**src/rtl/smpl_dmem_responder_if.sv**
```systemverilog
// Core data-port bundle between the smpl core (master) and the data-memory responder (slave).
interface smpl_dmem_responder_if #(
    parameter int ADDR_W = 13,
    parameter int DATA_W = 16
);
    logic [ADDR_W-1:0] daddr;
    logic [DATA_W-1:0] datao;
    logic              renbl;
    logic              wenbl;
    logic [DATA_W-1:0] datai;
    logic              dvalid;
    logic              derr;
    logic              busy;

    modport master (
        output daddr,
        output datao,
        output renbl,
        output wenbl,
        input  datai,
        input  dvalid,
        input  derr,
        input  busy
    );

    modport slave (
        input  daddr,
        input  datao,
        input  renbl,
        input  wenbl,
        output datai,
        output dvalid,
        output derr,
        output busy
    );
endinterface

```
**src/rtl/smpl_dmem_responder.sv**
```systemverilog
// Data-memory responder: registered one-cycle reads, zero-fill sweep after every reset,
// out-of-range accesses answered with derr instead of touching the array.
module smpl_dmem_responder #(
    parameter int ADDR_W = 13,
    parameter int DATA_W = 16,
    parameter int DEPTH  = 128
) (
    input  logic                  clock,
    input  logic                  reset,
    smpl_dmem_responder_if.slave  bus
);
    localparam int IDX_W = (DEPTH > 1) ? $clog2(DEPTH) : 1;
    localparam int CNT_W = $clog2(DEPTH + 1);
    localparam logic [ADDR_W:0]  DEPTH_A  = (ADDR_W + 1)'(DEPTH);
    localparam logic [CNT_W-1:0] LAST_IDX = CNT_W'(DEPTH - 1);
    localparam logic [CNT_W-1:0] CNT_ONE  = CNT_W'(1);

    typedef enum logic [0:0] {
        ST_INIT = 1'b0,
        ST_RUN  = 1'b1
    } state_t;

    state_t             r_state;
    logic [CNT_W-1:0]   r_cnt;
    logic [DATA_W-1:0]  r_datai;
    logic               r_dvalid;
    logic               r_derr;
    logic               r_busy;
    logic [DATA_W-1:0]  r_mem [DEPTH];

    logic               w_in_range;
    logic               w_sweep_done;
    logic [IDX_W-1:0]   w_req_idx;
    logic               w_mem_we;
    logic [IDX_W-1:0]   w_mem_idx;
    logic [DATA_W-1:0]  w_mem_wdata;

    assign w_in_range   = ({1'b0, bus.daddr} < DEPTH_A);
    assign w_sweep_done = (r_cnt == LAST_IDX);
    assign w_req_idx    = bus.daddr[IDX_W-1:0];

    // Single write port shared by the zero-fill sweep and in-range core writes.
    always_comb begin
        w_mem_we    = 1'b0;
        w_mem_idx   = w_req_idx;
        w_mem_wdata = {DATA_W{1'b0}};
        if (r_state == ST_INIT) begin
            w_mem_we    = 1'b1;
            w_mem_idx   = r_cnt[IDX_W-1:0];
            w_mem_wdata = {DATA_W{1'b0}};
        end else if (bus.wenbl && w_in_range) begin
            w_mem_we    = 1'b1;
            w_mem_idx   = w_req_idx;
            w_mem_wdata = bus.datao;
        end else begin
            w_mem_we    = 1'b0;
        end
    end

    // Storage array; deliberately unreset, the sweep clears it instead.
    always_ff @(posedge clock) begin
        if (w_mem_we) begin
            r_mem[w_mem_idx] <= w_mem_wdata;
        end
    end

    // INIT/RUN controller with registered response outputs.
    always_ff @(posedge clock or negedge reset) begin
        if (!reset) begin
            r_state  <= ST_INIT;
            r_cnt    <= {CNT_W{1'b0}};
            r_datai  <= {DATA_W{1'b0}};
            r_dvalid <= 1'b0;
            r_derr   <= 1'b0;
            r_busy   <= 1'b1;
        end else begin
            case (r_state)
                ST_INIT: begin
                    r_dvalid <= 1'b0;
                    r_derr   <= 1'b0;
                    r_cnt    <= r_cnt + CNT_ONE;
                    if (w_sweep_done) begin
                        r_state <= ST_RUN;
                        r_busy  <= 1'b0;
                    end else begin
                        r_state <= ST_INIT;
                        r_busy  <= 1'b1;
                    end
                end
                ST_RUN: begin
                    r_state <= ST_RUN;
                    r_busy  <= 1'b0;
                    if (w_in_range) begin
                        r_derr <= 1'b0;
                        if (bus.renbl) begin
                            r_dvalid <= 1'b1;
                            // Read-with-write forwards the new data, not the old contents.
                            r_datai  <= bus.wenbl ? bus.datao : r_mem[w_req_idx];
                        end else begin
                            r_dvalid <= 1'b0;
                        end
                    end else if (bus.renbl) begin
                        r_datai  <= {DATA_W{1'b0}};
                        r_dvalid <= 1'b1;
                        r_derr   <= 1'b1;
                    end else if (bus.wenbl) begin
                        r_dvalid <= 1'b0;
                        r_derr   <= 1'b1;
                    end else begin
                        r_dvalid <= 1'b0;
                        r_derr   <= 1'b0;
                    end
                end
                default: begin
                    r_state  <= ST_INIT;
                    r_cnt    <= {CNT_W{1'b0}};
                    r_dvalid <= 1'b0;
                    r_derr   <= 1'b0;
                    r_busy   <= 1'b1;
                end
            endcase
        end
    end

    assign bus.datai  = r_datai;
    assign bus.dvalid = r_dvalid;
    assign bus.derr   = r_derr;
    assign bus.busy   = r_busy;

endmodule

```
**src/flat_wrapper.sv**
```systemverilog
// flat-port wrapper written by rule: the top's interface ports become plain ports
module smpl_dmem_responder_flat 
#(
    parameter int ADDR_W = 13,
    parameter int DATA_W = 16,
    parameter int DEPTH  = 128
)
  (clock, reset, bus_daddr, bus_datao, bus_renbl, bus_wenbl, bus_datai, bus_dvalid, bus_derr, bus_busy);
  smpl_dmem_responder_if #(.ADDR_W(ADDR_W), .DATA_W(DATA_W)) bus_i ();
  input  logic clock;
  input  logic reset;
  input wire logic [$bits(bus_i.daddr)-1:0] bus_daddr;
  input wire logic [$bits(bus_i.datao)-1:0] bus_datao;
  input wire logic [$bits(bus_i.renbl)-1:0] bus_renbl;
  input wire logic [$bits(bus_i.wenbl)-1:0] bus_wenbl;
  output wire logic [$bits(bus_i.datai)-1:0] bus_datai;
  output wire logic [$bits(bus_i.dvalid)-1:0] bus_dvalid;
  output wire logic [$bits(bus_i.derr)-1:0] bus_derr;
  output wire logic [$bits(bus_i.busy)-1:0] bus_busy;
  assign bus_i.daddr = bus_daddr;
  assign bus_i.datao = bus_datao;
  assign bus_i.renbl = bus_renbl;
  assign bus_i.wenbl = bus_wenbl;
  assign bus_datai = bus_i.datai;
  assign bus_dvalid = bus_i.dvalid;
  assign bus_derr = bus_i.derr;
  assign bus_busy = bus_i.busy;
  smpl_dmem_responder #(.ADDR_W(ADDR_W), .DATA_W(DATA_W), .DEPTH(DEPTH)) u_core (.clock(clock), .reset(reset), .bus(bus_i));
endmodule
```
**config.mk**
```make
export PLATFORM = sky130hd
export DESIGN_NAME = smpl_dmem_responder_flat
export DESIGN_NICKNAME = d
export VERILOG_FILES = /design/src/rtl/smpl_dmem_responder_if.sv /design/src/rtl/smpl_dmem_responder.sv /design/src/flat_wrapper.sv
export SDC_FILE = /design/constraint.sdc
export NUM_CORES = 2
export LEC_CHECK = 0
export ABC_AREA = 1
export CAP_MARGIN = 20
export CORE_UTILIZATION = 45
export CTS_CLUSTER_SIZE = 25
export DETAILED_ROUTE_END_ITERATION = 8
export PLACE_DENSITY = 0.65
export SYNTH_ARGS = -nofsm -noshare
export SYNTH_HDL_FRONTEND = slang
export SYNTH_SLANG_ARGS = --single-unit
```
**constraint.sdc**
```tcl
create_clock -name clock -period 10.9 [get_ports clock]
set_input_delay 2.18 -clock clock [delete_from_list [all_inputs] [get_ports clock]]
set_output_delay 2.18 -clock clock [all_outputs]
set_load 0.01 [all_outputs]
```
==> impl_results.md <==
- Initial Utilization: between 40% and 50%
- Die Wd: between 400 and 500 µm
- Worst-case reg-to-reg path depth: 5
- Worst Setup SP: bus_daddr[10]
- Slew margin rel.: a little over a fifth
- VDD IR max: between 0.00015 and 0.0002 V
- Leak pwr: approximately 0.034 µW
- WP data required: 11.41 ns
- Post-synthesis cell area: about 84000 µm²
- Die Ht: around 430 µm
- Post-layout net count: roughly 7000
- R2r endpoint: u_core.r_mem[2][6]
- Placed cell areas: 86900 µm²
- CP Launch Type: input port
- R2R setup slack: between 7 and 8 ns
- Post-Layout Cell Count: 9625
- Largest net degree at the start of global routing: between 200 and 250
- WP data arrival: around 6.3 ns
- FF-to-FF Start: u_core.r_state
- CTS root buffer: clkbuf_16
- Critical path class: input port to flip-flop
- Met3 Resource Use GR: ~3.8%
- Routed length per instance: 23.9 µm
- Commonest non-fill, non-tap cell in the layout: nand2_1
- Clock latency on the worst-skew pair: 0.87 ns
- Peak Freq: roughly 170 MHz
- Syn_nets: 7001
- GR Util All Layers: between 20% and 30%
- Post-CTS Resized: 0
- Fin Setup TNS: 0 ns
- Core region area: 185000 µm²
- Starting DRT DRC Count: approximately 7900
- Fillers: between 15000 and 20000
- H-tree levels: 4
- DRC: 0
- GP Congestion: between 0.8 and 0.9
- Post-synthesis sequential area ratio: approximately three quarters
- Yosys reg bits: between 2000 and 2500
- Hold Vio Cnt, Final: 0
- CTS tree: built
- Worst-Margin Slew: about 1.2 ns
- CTS Sinks: around 2100
- RSZ-0062 raised after global routing: no
- Max Cap Violations: 0
- Clock transition at path regs: ~0.060 ns
- Vias in the first global route: approximately 52000
- Post-Place Cells: between 9000 and 10000
- Hold Crit Class: flip-flop to flip-flop
- Post-DRT Antenna Nets: 0
- Met1 usage: between 30 and 40%
- DR vias: between 50000 and 60000
- CTS hold repair buffers: 0
- Post-layout minimum cycle time: roughly 5.8 ns
- Num CTS Buffers: 207
- Num rows: 158
- Post-Syn Area per Cell: 12.0 µm²
- Synth-to-layout area growth: 11.4%
- Synth cell types: 29
- Setup bufs post-CTS: 0
- Status: finished clean
- Clock skew: between 0.07 and 0.08 ns
- Number of top-level pins: between 50 and 60
- CTS max path bufs: 3
- Pwr/cell area: 174 nW/µm²
- Share of layout cells above drive strength 1: roughly 7.3%
- Critical Path End: u_core.r_mem[2][6]
- Slew Limit Fails: 0
- Crit path max fanout: 64
- GR peak layer: met2
- DR pass1 iterations: 6
- Global routing usage on met2: a little under two fifths
- Die area: approximately 190000 µm²
- Port Buffers: 51
- Synthesized instance count: between 6000 and 7000
- Yosys warnings: 0
- Final Cycle Share: 53.0%
- DP Wirelength: approximately 120000 µm
- Final WL: 231000 µm
- Final Cell Area: between 90000 and 100000 µm²
- Most frequent cells in the layout: 2134 x nand2_1, 2048 x edfxtp_1, 2020 x nand3_1
- Remaining global-route overflow: 0
- First-pass GRT wire length: 340000 µm
- Setup Viol. Count Final: 0
- Initial antenna violation count: 2
- CP endpoint kind: flip-flop
- Vias/cell: 5.74
## cell usage after synthesis, drive strengths merged
library cell  number  area (µm²)
nor4               1        6.26
inv               32         125
nand2           2134        8010
clkbuf            92         345
nand3           2020       10100
nor2             184         691
dfstp              1        26.3
ha                 1        12.5
nor3b              1        7.51
edfxtp          2048       61500
nand3b             1        7.51
buf              374        2120
clkinv             2        7.51
xor2               4        35.0
dfrtp             27         676
a21oi             34         174
a31oi              1        6.26
o21ai              6        33.8
o211ai             1        7.51
xnor2              3        26.3
## state kept, by name, summed over array words and instances, names as in the netlist
register           cells
u_core.r_cnt           8
u_core.bus.dvalid      1
u_core.r_state         1
u_core.bus.datai      16
u_core.bus.busy        1
u_core.r_mem        2048
u_core.bus.derr        1
## critical path, stage by stage
cell and delay (ns):
clkdlybuf4s50_1 0.41, nor4_1 0.29, nor3b_1 0.44, inv_1 0.27, nor2_2 0.15, buf_4 0.34, nand2_1 0.16, nor2_4 0.59
buf_4 0.67, buf_4 0.69
## routing by layer
metal | up-vias | routed length (µm)
li1 | 24800 | -
met1 | 27300 | 94500
met2 | 2755 | 107000
met3 | 393 | 20800
met4 | 0 | 8280
met5 | - | 0
## area by class of cell
cell class	count	area, µm²	share of cell area (%)
Timing Repair Buffer	260	2270	2.43
Antenna cell	3	7.51	0.00803
Inverter	34	170	0.182
Sequential cell	2076	62200	66.5
Clock inverter	128	1140	1.22
Multi-Input combinational cell	4391	19200	20.6
Clock buffer	253	5370	5.75
Tap cell	2480	3100	3.32
## metrics by stage
step                hold slack [ns]  worst slack, ns  power (µW)  util, %
finish                        0.536             5.13       16300     50.5
CTS                           0.525             5.20       16300     50.4
floorplan                     0.479             3.87        9280        -
global route                  0.540             5.01       16700     50.5
detailed placement            0.515             4.34        9520     46.9
global placement              0.512             4.43        9520     46.9
## power breakdown
part | leakage (µW) | internal (µW) | switching, µW | total (µW)
Clock | 0.00319 | 3860 | 3050 | 6910
Sequential | 0.0205 | 8630 | 0 | 8630
Combinational | 0.0100 | 184 | 550 | 734
Total | 0.0338 | 12700 | 3600 | 16300
## cell families after synthesis
| group | count (synthesis) | synth area share [%] |
|---|---|---|
| AO/OA/AOI/OAI | 42 | 0.264 |
| XOR/XNOR | 7 | 0.0731 |
| adder cells (fa/ha/maj) | 1 | 0.0149 |
| buffers and inverters | 500 | 3.10 |
| flip-flops | 2076 | 74.1 |
| AND/OR/NAND/NOR | 4341 | 22.4 |
## worst min-delay path by stage
stage / from / end / slack (ns) / depth (start not counted)
floorplan: u_core.r_cnt[4] / u_core.r_cnt[4] / 0.48 / 1
global placement: u_core.r_cnt[5] / u_core.r_cnt[5] / 0.51 / 2
detailed placement: u_core.r_cnt[3] / u_core.r_cnt[3] / 0.51 / 1
CTS: u_core.r_cnt[3] / u_core.r_cnt[3] / 0.53 / 1
global route: u_core.r_cnt[3] / u_core.r_cnt[3] / 0.54 / 1
finish: u_core.r_cnt[3] / u_core.r_cnt[3] / 0.54 / 1
Power figures use the tool's default switching activity.
